[src/rtl/rx_cmd_pkg.sv]
// rtl/rx_cmd_pkg.sv - ASCII command constants and LED command decode helper
package rx_cmd_pkg;

  localparam logic [7:0] CMD_CLEAR = 8'h30;
  localparam logic [7:0] CMD_BASE  = 8'h31;
  localparam logic [7:0] CMD_ALL   = 8'h2A;

  typedef enum logic [1:0] {
    CMD_NONE      = 2'd0,
    CMD_TOGGLE    = 2'd1,
    CMD_CLEAR_ALL = 2'd2,
    CMD_SET_ALL   = 2'd3
  } cmd_kind_e;

  typedef struct packed {
    cmd_kind_e  kind;
    logic [3:0] idx;
  } led_cmd_t;

  // Classify one received byte; idx is only meaningful for CMD_TOGGLE.
  function automatic led_cmd_t decode_led_cmd(input logic [7:0] b, input int num_leds);
    led_cmd_t r;
    int       off;
    r.kind = CMD_NONE;
    r.idx  = '0;
    off    = int'(b) - int'(CMD_BASE);
    if (b == CMD_CLEAR) begin
      r.kind = CMD_CLEAR_ALL;
    end else if (b == CMD_ALL) begin
      r.kind = CMD_SET_ALL;
    end else if (off >= 0 && off < num_leds) begin
      r.kind = CMD_TOGGLE;
      r.idx  = off[3:0];
    end
    return r;
  endfunction

endpackage

[src/rtl/sync_fifo.sv]
// rtl/sync_fifo.sv - first-word-fall-through synchronous FIFO
module sync_fifo #(
  parameter int WIDTH = 8,
  parameter int DEPTH = 8
) (
  input  logic                     clk,
  input  logic                     resetn,
  input  logic                     i_push,
  input  logic [WIDTH-1:0]         i_push_data,
  input  logic                     i_pop,
  output logic [WIDTH-1:0]         o_pop_data,
  output logic                     o_full,
  output logic                     o_empty,
  output logic [$clog2(DEPTH):0]   o_count
);

  localparam int AW = $clog2(DEPTH);
  localparam logic [AW:0] FULL_COUNT = (AW+1)'(DEPTH);

  logic [WIDTH-1:0] r_mem [DEPTH];
  logic [AW-1:0]    r_wr_ptr;
  logic [AW-1:0]    r_rd_ptr;
  logic [AW:0]      r_count;
  logic             w_push_ok;
  logic             w_pop_ok;

  assign o_full  = (r_count == FULL_COUNT);
  assign o_empty = (r_count == '0);
  assign o_count = r_count;

  // A pop frees a slot in the same cycle, so a push at full still fits when paired with a pop.
  assign w_pop_ok  = i_pop && !o_empty;
  assign w_push_ok = i_push && (!o_full || w_pop_ok);

  // Head is presented combinationally; forced to zero while empty so stale entries never show.
  assign o_pop_data = o_empty ? '0 : r_mem[r_rd_ptr];

  // Storage array needs no reset: contents are unreachable until written.
  always_ff @(posedge clk) begin
    if (w_push_ok) begin
      r_mem[r_wr_ptr] <= i_push_data;
    end
  end

  // Pointers wrap naturally at the power-of-two depth; count tracks occupancy.
  always_ff @(posedge clk or negedge resetn) begin
    if (!resetn) begin
      r_wr_ptr <= '0;
      r_rd_ptr <= '0;
      r_count  <= '0;
    end else begin
      if (w_push_ok) r_wr_ptr <= r_wr_ptr + 1'b1;
      if (w_pop_ok)  r_rd_ptr <= r_rd_ptr + 1'b1;
      case ({w_push_ok, w_pop_ok})
        2'b10:   r_count <= r_count + 1'b1;
        2'b01:   r_count <= r_count - 1'b1;
        default: r_count <= r_count;
      endcase
    end
  end

endmodule

[src/rtl/rx_cmd_decoder.sv]
// rtl/rx_cmd_decoder.sv - ASCII LED command decoder with echo FIFO
module rx_cmd_decoder
  import rx_cmd_pkg::*;
#(
  parameter int NUM_LEDS   = 5,
  parameter int FIFO_DEPTH = 8
) (
  input  logic                clk,
  input  logic                resetn,
  input  logic [7:0]          data,
  input  logic                ready,
  output logic [NUM_LEDS-1:0] leds,
  output logic [7:0]          tx_data,
  output logic                tx_valid,
  input  logic                tx_ready,
  output logic                overflow
);

  logic [NUM_LEDS-1:0]        r_leds;
  logic                       r_overflow;
  led_cmd_t                   w_cmd;
  logic                       w_full;
  logic                       w_empty;
  logic [$clog2(FIFO_DEPTH):0] w_count;
  logic                       w_pop;
  logic                       w_drop;

  assign w_cmd    = decode_led_cmd(data, NUM_LEDS);
  assign tx_valid = !w_empty;
  assign w_pop    = tx_ready && (w_count != '0);
  assign w_drop   = ready && w_full && !w_pop;
  assign leds     = r_leds;
  assign overflow = r_overflow;

  sync_fifo #(
    .WIDTH (8),
    .DEPTH (FIFO_DEPTH)
  ) u_echo_fifo (
    .clk         (clk),
    .resetn      (resetn),
    .i_push      (ready),
    .i_push_data (data),
    .i_pop       (w_pop),
    .o_pop_data  (tx_data),
    .o_full      (w_full),
    .o_empty     (w_empty),
    .o_count     (w_count)
  );

  // Apply the LED action of every captured byte, even one the FIFO drops.
  always_ff @(posedge clk or negedge resetn) begin
    if (!resetn) begin
      r_leds <= '0;
    end else if (ready) begin
      case (w_cmd.kind)
        CMD_TOGGLE:    r_leds <= r_leds ^ (NUM_LEDS'(1) << w_cmd.idx);
        CMD_CLEAR_ALL: r_leds <= '0;
        CMD_SET_ALL:   r_leds <= '1;
        default:       r_leds <= r_leds;
      endcase
    end
  end

  // Sticky drop flag; only reset clears it.
  always_ff @(posedge clk or negedge resetn) begin
    if (!resetn) begin
      r_overflow <= 1'b0;
    end else if (w_drop) begin
      r_overflow <= 1'b1;
    end
  end

endmodule

[config.mk]
export PLATFORM = sky130hd
export DESIGN_NAME = rx_cmd_decoder
export DESIGN_NICKNAME = d
export VERILOG_FILES = /design/src/rtl/rx_cmd_pkg.sv /design/src/rtl/sync_fifo.sv /design/src/rtl/rx_cmd_decoder.sv
export SDC_FILE = /design/constraint.sdc
export NUM_CORES = 1
export LEC_CHECK = 0
export ABC_AREA = 1
export BUFFER_PORTS_ARGS = -buffer_cell sky130_fd_sc_hd__clkbuf_2
export CELL_PAD_IN_SITES_DETAIL_PLACEMENT = 0
export CELL_PAD_IN_SITES_GLOBAL_PLACEMENT = 1
export CORE_ASPECT_RATIO = 0.75
export CORE_MARGIN = 2
export CORE_UTILIZATION = 47
export CTS_CLUSTER_DIAMETER = 60
export DETAILED_ROUTE_END_ITERATION = 10
export PLACE_DENSITY_LB_ADDON = 0.15
export SYNTH_ARGS = -nofsm -noshare
export SYNTH_HDL_FRONTEND = slang
export SYNTH_SLANG_ARGS = --single-unit
[constraint.sdc]
create_clock -name clk -period 2.61 [get_ports clk]
set_clock_uncertainty 0.1 [all_clocks]
set_input_delay 0.522 -clock clk [delete_from_list [all_inputs] [get_ports clk]]
set_output_delay 0.522 -clock clk [all_outputs]
set_load 0.005 [all_outputs]
==> impl_metrics.json, run 1 <==
{
  "grt.total_usage_pct": 21.0,
  "die_y_um": 81.9,
  "syn_area_per_cell_um2": 10.2,
  "grt_pass1_vias": 2536,
  "initialDrtViolationCount": 224,
  "synthCells": 371,
  "drt-pass1-iter-count": 4,
  "maxSlewViolCount": 0,
  "grt_pass1_wl_um": 13400,
  "grt_max_degree": 35,
  "synthesis.nets": 391,
  "area_growth_syn_to_layout_pct": 15.8,
  "die_area_um2": 8830,
  "root_buffer": "clkbuf_8",
  "setup_viol": 0,
  "grt_overflow": 0,
  "timing.fmax_ghz": 0.417,
  "initial_utilization_pct": 48.2,
  "min_period_ps": 2400,
  "synthesis.area_um2": 3800,
  "maxCapViolCount": 0,
  "core.rowCount": 28,
  "diodes": 0,
  "cts.sinks": 80,
  "nNetsFinal": 434,
  "worstMarginPinSlew_ps": 924,
  "cts_inserted_buffers": 9,
  "place_congestion": 0.851,
  "fin_tns_setup_ps": 0,
  "routedWlPerCell_um": 16.0,
  "cp_slowest_stage_delay_ps": 400,
  "via_per_inst": 5.12,
  "coreArea_um2": 7880,
  "crit_path_start": "u_echo_fifo.r_rd_ptr[1]",
  "async_flop_share_pct": 20.0,
  "synth_most_common_cell": "nor2_1",
  "placed_cell_area_um2": 4140,
  "fin_crit_sh_pct": 91.9,
  "hpwlAfterDp_um": 5740,
  "synth_area_leaders": "edfxtp_1, dfrtp_1, nor2_1",
  "clkLatencyLatePin_ps": 360,
  "p_per_area_nw_per_um2": 1010,
  "ir_drop_uv": 442,
  "fin_ws_ps": 212,
  "yosysUniqueCellTypes": 35,
  "ff2ff_setup_slack_ps": 270,
  "whs_ps": 364,
  "dpl.cell_count": 507,
  "r2r_end": "u_echo_fifo.o_count[3]",
  "synth_top_area_share_pct": 50.6,
  "postLayoutCellArea_um2": 4400,
  "crit_chain": "buf_4 -> o21ai_0 -> o22ai_1 -> o21ai_0 -> a31oi_1 -> clkbuf_2",
  "endpoint": "tx_data[2]",
  "ys_ff_latch": 80,
  "p_leak_nw": 1.76,
  "max_slew_margin_pct": 38.2,
  "slowest_stage": "dfrtp_1",
  "crit_path_end_kind": "output port",
  "synth_edf_count": 64,
  "synth_warnings": 0,
  "ios": 27,
  "ctsHtreeMaxLevel": 3,
  "cts_tree": "yes",
  "worstRegToRegCells": 13,
  "final-hold-violation-count": 0,
  "cpMostUsedCell": "o21ai_0",
  "grt_antenna_before_repair": 0,
  "hold_class": "reg2reg",
  "rr_startpoint": "u_echo_fifo.o_count[1]",
  "fp.dieW_um": 108,
  "synth_top_cell_by_area": "edfxtp_1",
  "yosys_most_used_dff": "edfxtp_1",
  "portBuffers": 26,
  "cts.clk_slew.worst_paths_ps": 90,
  "synth_top_cells_by_count": "nor2_1, edfxtp_1, nand2_1, o21ai_0, inv_1",
  "cts_buffer_depth": 2,
  "drc_errors": 0,
  "final_core_util_pct": 55.8,
  "crit_arrival_ps": 1780,
  "post-place-ws_ps": -6.05,
  "layout.cells.non_filler": 524,
  "drtAntennaViolNets": 0,
  "worstPathRequired_ps": 1990,
  "cp_max_fo": 17,
  "rsz0062_at_grt": "false",
  "start_kind": "flip-flop",
  "outcome": "finished clean",
  "crit_type": "reg2out",
  "total_power_mw": 4.43,
  "via_count": 2685,
  "drive_gt1_share_pct": 22.4,
  "wl_um": 8360,
  "ys_seq_area_share_pct": 61.1
}
[kinds of logic (layout without fill, tap and decap cells)]
| family | count (synthesis) | count (layout) | synth area share (%) |
|---|---|---|---|
| AO/OA/AOI/OAI | 74 | 74 | 11.5 |
| XOR/XNOR | 6 | 6 | 1.38 |
| adder cells (fa/ha/maj) | 8 | 8 | 2.83 |
| buffers and inverters | 46 | 94 | 4.54 |
| flip-flops | 80 | 80 | 61.1 |
| AND/OR/NAND/NOR | 157 | 157 | 18.6 |
[cell type report]
class | count | area [um2]
fillers | 692 | 3480
well taps | 105 | 131
inverters | 36 | 139
repair buffers | 42 | 273
multi-input cells | 245 | 1320
flip-flops and latches | 80 | 2320
clock inverters | 7 | 86.3
clock buffers | 9 | 124
[cells in the final DEF (no fill, tap or decap), types with 2 or more instances in the layout]
master      synthesis  layout
nor2_4              2       2
a31oi_1             8       8
o22ai_1             8       8
inv_8               0       2
nand2_2             7       7
edfxtp_1           64      64
nor2_2              6       7
dfrtp_1            16      16
clkbuf_8            0       9
o21ai_0            44      44
nand3_4             2       2
nand2_1            49      49
ha_1                7       7
inv_6               0       2
nor2_1             72      71
a21oi_1             2       2
clkinv_1            2       2
clkinvlp_4          0       2
buf_4               0      13
clkbuf_2            0      26
nand3_1            12      12
a21oi_2             6       6
xor2_1              5       5
inv_1              32      29
inv_2               2       4
[state kept, by name (all words and copies together), names as in the netlist]
name / cells
u_echo_fifo.r_mem: 64
u_echo_fifo.r_wr_ptr: 3
leds: 5
overflow: 1
u_echo_fifo.r_rd_ptr: 3
u_echo_fifo.o_count: 4
[worst min-delay path by stage]
stage | from | endpoint | slack, ps | depth (start not counted)
floorplan | resetn | leds[0] | 130 | 0
global placement | overflow | overflow | 340 | 1
detailed placement | overflow | overflow | 350 | 1
CTS | overflow | overflow | 370 | 1
global route | overflow | overflow | 410 | 1
finish | overflow | overflow | 360 | 1
[what timing repair did]
item / CTS / global route
resized for setup: 0 / 12
setup buffers: 0 / 0
hold endpoints to repair: 16 / 0
setup endpoints to repair: 0 / 8
hold buffers: 1 / 0
[critical path: cells and delay by family (launching register included)]
family                 cells  cell delay (ps)
AOI/OAI and AO/OA          4              620
buffers and inverters      2              390
DFF                        1              400
[report_power, final]
group          switching [mW]  total [mW]  internal [mW]
combinational            1.04        1.68          0.642
clock                   0.506       0.969          0.463
sequential              0.137        1.78           1.65
[metal layers]
metal	wire [um]	track usage [%]	vias up
li1	-	-	1351
met1	3980	28.5	1260
met2	3780	32.9	69
met3	544	5.63	5
met4	57	7.31	0
met5	0	0	-
(Power assumes the default switching activity.)
==> inputs of run 2 (changes only) <==
--- a/config.mk
+++ b/config.mk
@@ -13,8 +13,11 @@
 export CORE_MARGIN = 2
 export CORE_UTILIZATION = 47
 export CTS_CLUSTER_DIAMETER = 60
+export CTS_CLUSTER_SIZE = 40
 export DETAILED_ROUTE_END_ITERATION = 10
 export PLACE_DENSITY_LB_ADDON = 0.15
+export RECOVER_POWER = 50
 export SYNTH_ARGS = -nofsm -noshare
 export SYNTH_HDL_FRONTEND = slang
+export SYNTH_HIERARCHICAL = 1
 export SYNTH_SLANG_ARGS = --single-unit
==> impl_metrics.json, run 2 <==
{
  "crit_path_end_kind": "flip-flop",
  "synth_warnings": 6,
  "synthesis.nets": 408,
  "crit_arrival_ps": 2540,
  "synth_edf_count": 64,
  "drt-pass1-iter-count": 4,
  "cts_buffer_depth": 2,
  "nNetsFinal": 449,
  "via_count": 2774,
  "cts.clk_slew.worst_paths_ps": 80,
  "final_common_cell": "nor2_1",
  "final-hold-violation-count": 0,
  "synth_top_family_by_area": "simple AND/OR/NAND/NOR gates",
  "grt_pass1_vias": 2561,
  "fin_crit_sh_pct": 91.8,
  "ios": 27,
  "drive_gt1_share_pct": 17.9,
  "p_switching_mw": 1.71,
  "p_sw_share_pct": 37.6,
  "synth_top_area_share_pct": 49.3,
  "synth.area.mux_share_pct": 0.289,
  "synthXorXnorAreaFrac_pct": 1.12,
  "synth_compound_area_share_pct": 10.5,
  "root_buffer": "clkbuf_8",
  "post_cts_buffers": 0,
  "die_area_um2": 9050,
  "worstMarginPinSlew_ps": 921,
  "p_seq_share_pct": 39.5,
  "final_core_util_pct": 55.5,
  "p_leak_nw": 1.77,
  "combPwrFrac_pct": 38.5,
  "placed_cell_area_um2": 4210,
  "yosysUniqueCellTypes": 37,
  "outcome": "finished clean",
  "portBuffers": 26,
  "crit_chain": "o41ai_2 -> inv_1 -> nand2_8 -> nor2_4 -> ha_1 -> a21oi_1 -> nand3b_1 -> nand2_1 -> nand3_1 -> nand2_1 -> inv_1",
  "worstPathRequired_ps": 2760,
  "largest_reg_flops": 64,
  "synth_top_cell_by_area": "edfxtp_1",
  "synthCells": 389,
  "maxSlewViolCount": 0,
  "postLayoutCellArea_um2": 4430,
  "hold_class": "in2reg",
  "grt_pass1_wl_um": 13200,
  "ctsHtreeMaxLevel": 3,
  "synthAdderAreaFrac_pct": 2.44,
  "wl_um": 8070,
  "top_register": "u_echo_fifo/r_mem",
  "crit_path_start": "u_echo_fifo/o_count[1]",
  "worstRegToRegCells": 11,
  "die_y_um": 82.9,
  "grt_max_degree": 35,
  "setup_viol": 0,
  "async_flop_share_pct": 20.0,
  "min_period_ps": 2390,
  "core.rowCount": 28,
  "p_per_area_nw_per_um2": 1030,
  "maxCapViolCount": 0,
  "cts.sinks": 80,
  "synth-simple-area-share_pct": 21.2,
  "coreArea_um2": 7990,
  "via_per_inst": 5.14,
  "yosys_most_used_dff": "edfxtp_1",
  "drc_errors": 0,
  "timing.fmax_ghz": 0.418,
  "p_int_mw": 2.84,
  "initial_utilization_pct": 48.8,
  "cts_inserted_buffers": 9,
  "synth_most_common_cell": "nor2_1",
  "start_kind": "flip-flop",
  "grt_overflow": 0,
  "clkLatencyLatePin_ps": 350,
  "diodes": 0,
  "ys_seq_area_share_pct": 59.5,
  "initialDrtViolationCount": 131,
  "rsz0062_at_grt": "false",
  "synth_top_cells_by_count": "nor2_1, edfxtp_1, nand2_1, o21ai_1, inv_1",
  "cts_tree": "yes",
  "routedWlPerCell_um": 14.9,
  "hpwlAfterDp_um": 5550,
  "cp_slowest_stage_delay_ps": 460,
  "grt.total_usage_pct": 19.5,
  "grt_antenna_before_repair": 0,
  "clkPwrFrac_pct": 21.9,
  "fp.dieW_um": 109,
  "endpoint": "u_echo_fifo/o_count[3]",
  "syn_area_per_cell_um2": 10.0,
  "max_slew_margin_pct": 38.6,
  "synthesis.area_um2": 3900,
  "fin_tns_setup_ps": 0,
  "ir_drop_uv": 575,
  "ff2ff_setup_slack_ps": 220,
  "synth_area_leaders": "edfxtp_1, dfrtp_1, nor2_1",
  "cp_max_fo": 6,
  "most-common-layout-cells": "nor2_1, edfxtp_1, nand2_1, o21ai_1, inv_1",
  "crit_type": "reg2reg",
  "ys_ff_latch": 80,
  "drtAntennaViolNets": 0,
  "r2r_end": "u_echo_fifo/o_count[3]",
  "place_congestion": 0.852,
  "rr_startpoint": "u_echo_fifo/o_count[1]",
  "slowest_stage": "dfrtp_1",
  "area_growth_syn_to_layout_pct": 13.7
}
[run 2: worst max-delay path, delay by kind of cell (launching register included)]
kind | cells | cell delay (ps)
AO/OA/AOI/OAI | 2 | 660
adder cells (fa/ha/maj) | 1 | 330
buffers and inverters | 2 | 210
flip-flops | 1 | 460
AND/OR/NAND/NOR | 6 | 540
[run 2: how the worst min path moves through the flow]
| stage | from | depth (start not counted) | end | slack [ps] |
|---|---|---|---|---|
| 2_1_floorplan | resetn | 0 | leds[0] | 130 |
| 3_3_place_gp | overflow | 1 | overflow | 350 |
| 3_5_place_dp | resetn | 1 | overflow | 380 |
| 4_1_cts | ready | 3 | u_echo_fifo/r_wr_ptr[0] | 370 |
| 5_1_grt | tx_ready | 3 | overflow | 380 |
| 6_report | ready | 3 | u_echo_fifo/r_wr_ptr[0] | 390 |
[run 2: per-stage QoR]
step	worst slack, ps	std cells	power, mW	hold WS, ps
after floorplan	431	389	3.00	126
after global placement	199	523	3.54	350
after detailed placement	178	523	3.57	384
after CTS	113	540	4.58	370
after global routing	55.7	540	4.91	384
final	215	540	4.55	387
[run 2: cell type report]
class	count	area, um2
fillers	740	3550
flip-flops and latches	80	2320
multi-input cells	262	1400
repair buffers	41	225
inverters	36	138
well taps	105	131
clock buffers	10	128
clock inverters	6	93.8
[run 2: power by group through the flow]
| stage | sequential, mW | combinational (mW) | clock [mW] |
|---|---|---|---|
| global route | 1.83 | 2.00 | 1.08 |
| detailed placement | 1.82 | 1.76 | 0 |
| CTS | 1.79 | 1.76 | 1.03 |
| floorplan | 1.80 | 1.20 | 0 |
| finish | 1.80 | 1.75 | 0.997 |
| global placement | 1.81 | 1.73 | 0 |
[run 2: cells by family (layout without fill, tap and decap cells)]
| group | count (synthesis) | after routing |
|---|---|---|
| muxes | 1 | 1 |
| DFF | 80 | 80 |
| adders and majority gates | 7 | 7 |
| AOI/OAI and AO/OA | 72 | 72 |
| and+or+nand+nor | 177 | 177 |
| buffers and inverters | 47 | 93 |
| xor gates and xnor gates | 5 | 5 |
[run 2: routing by layer]
metal  track usage, %  vias up  part of all wire, %
met5                0        -                    0
met4             6.21        0                  1.2
met3             4.47        7                  3.1
met2             27.6       45                   43
met1             29.6     1330                   52
li1                 -     1392                    -
[run 2: timing repair]
item	4_1_cts	5_1_grt
hold buffers	1	0
setup endpoints to repair	0	3
endpoints found under the hold margin	16	0
gates resized for setup	0	4
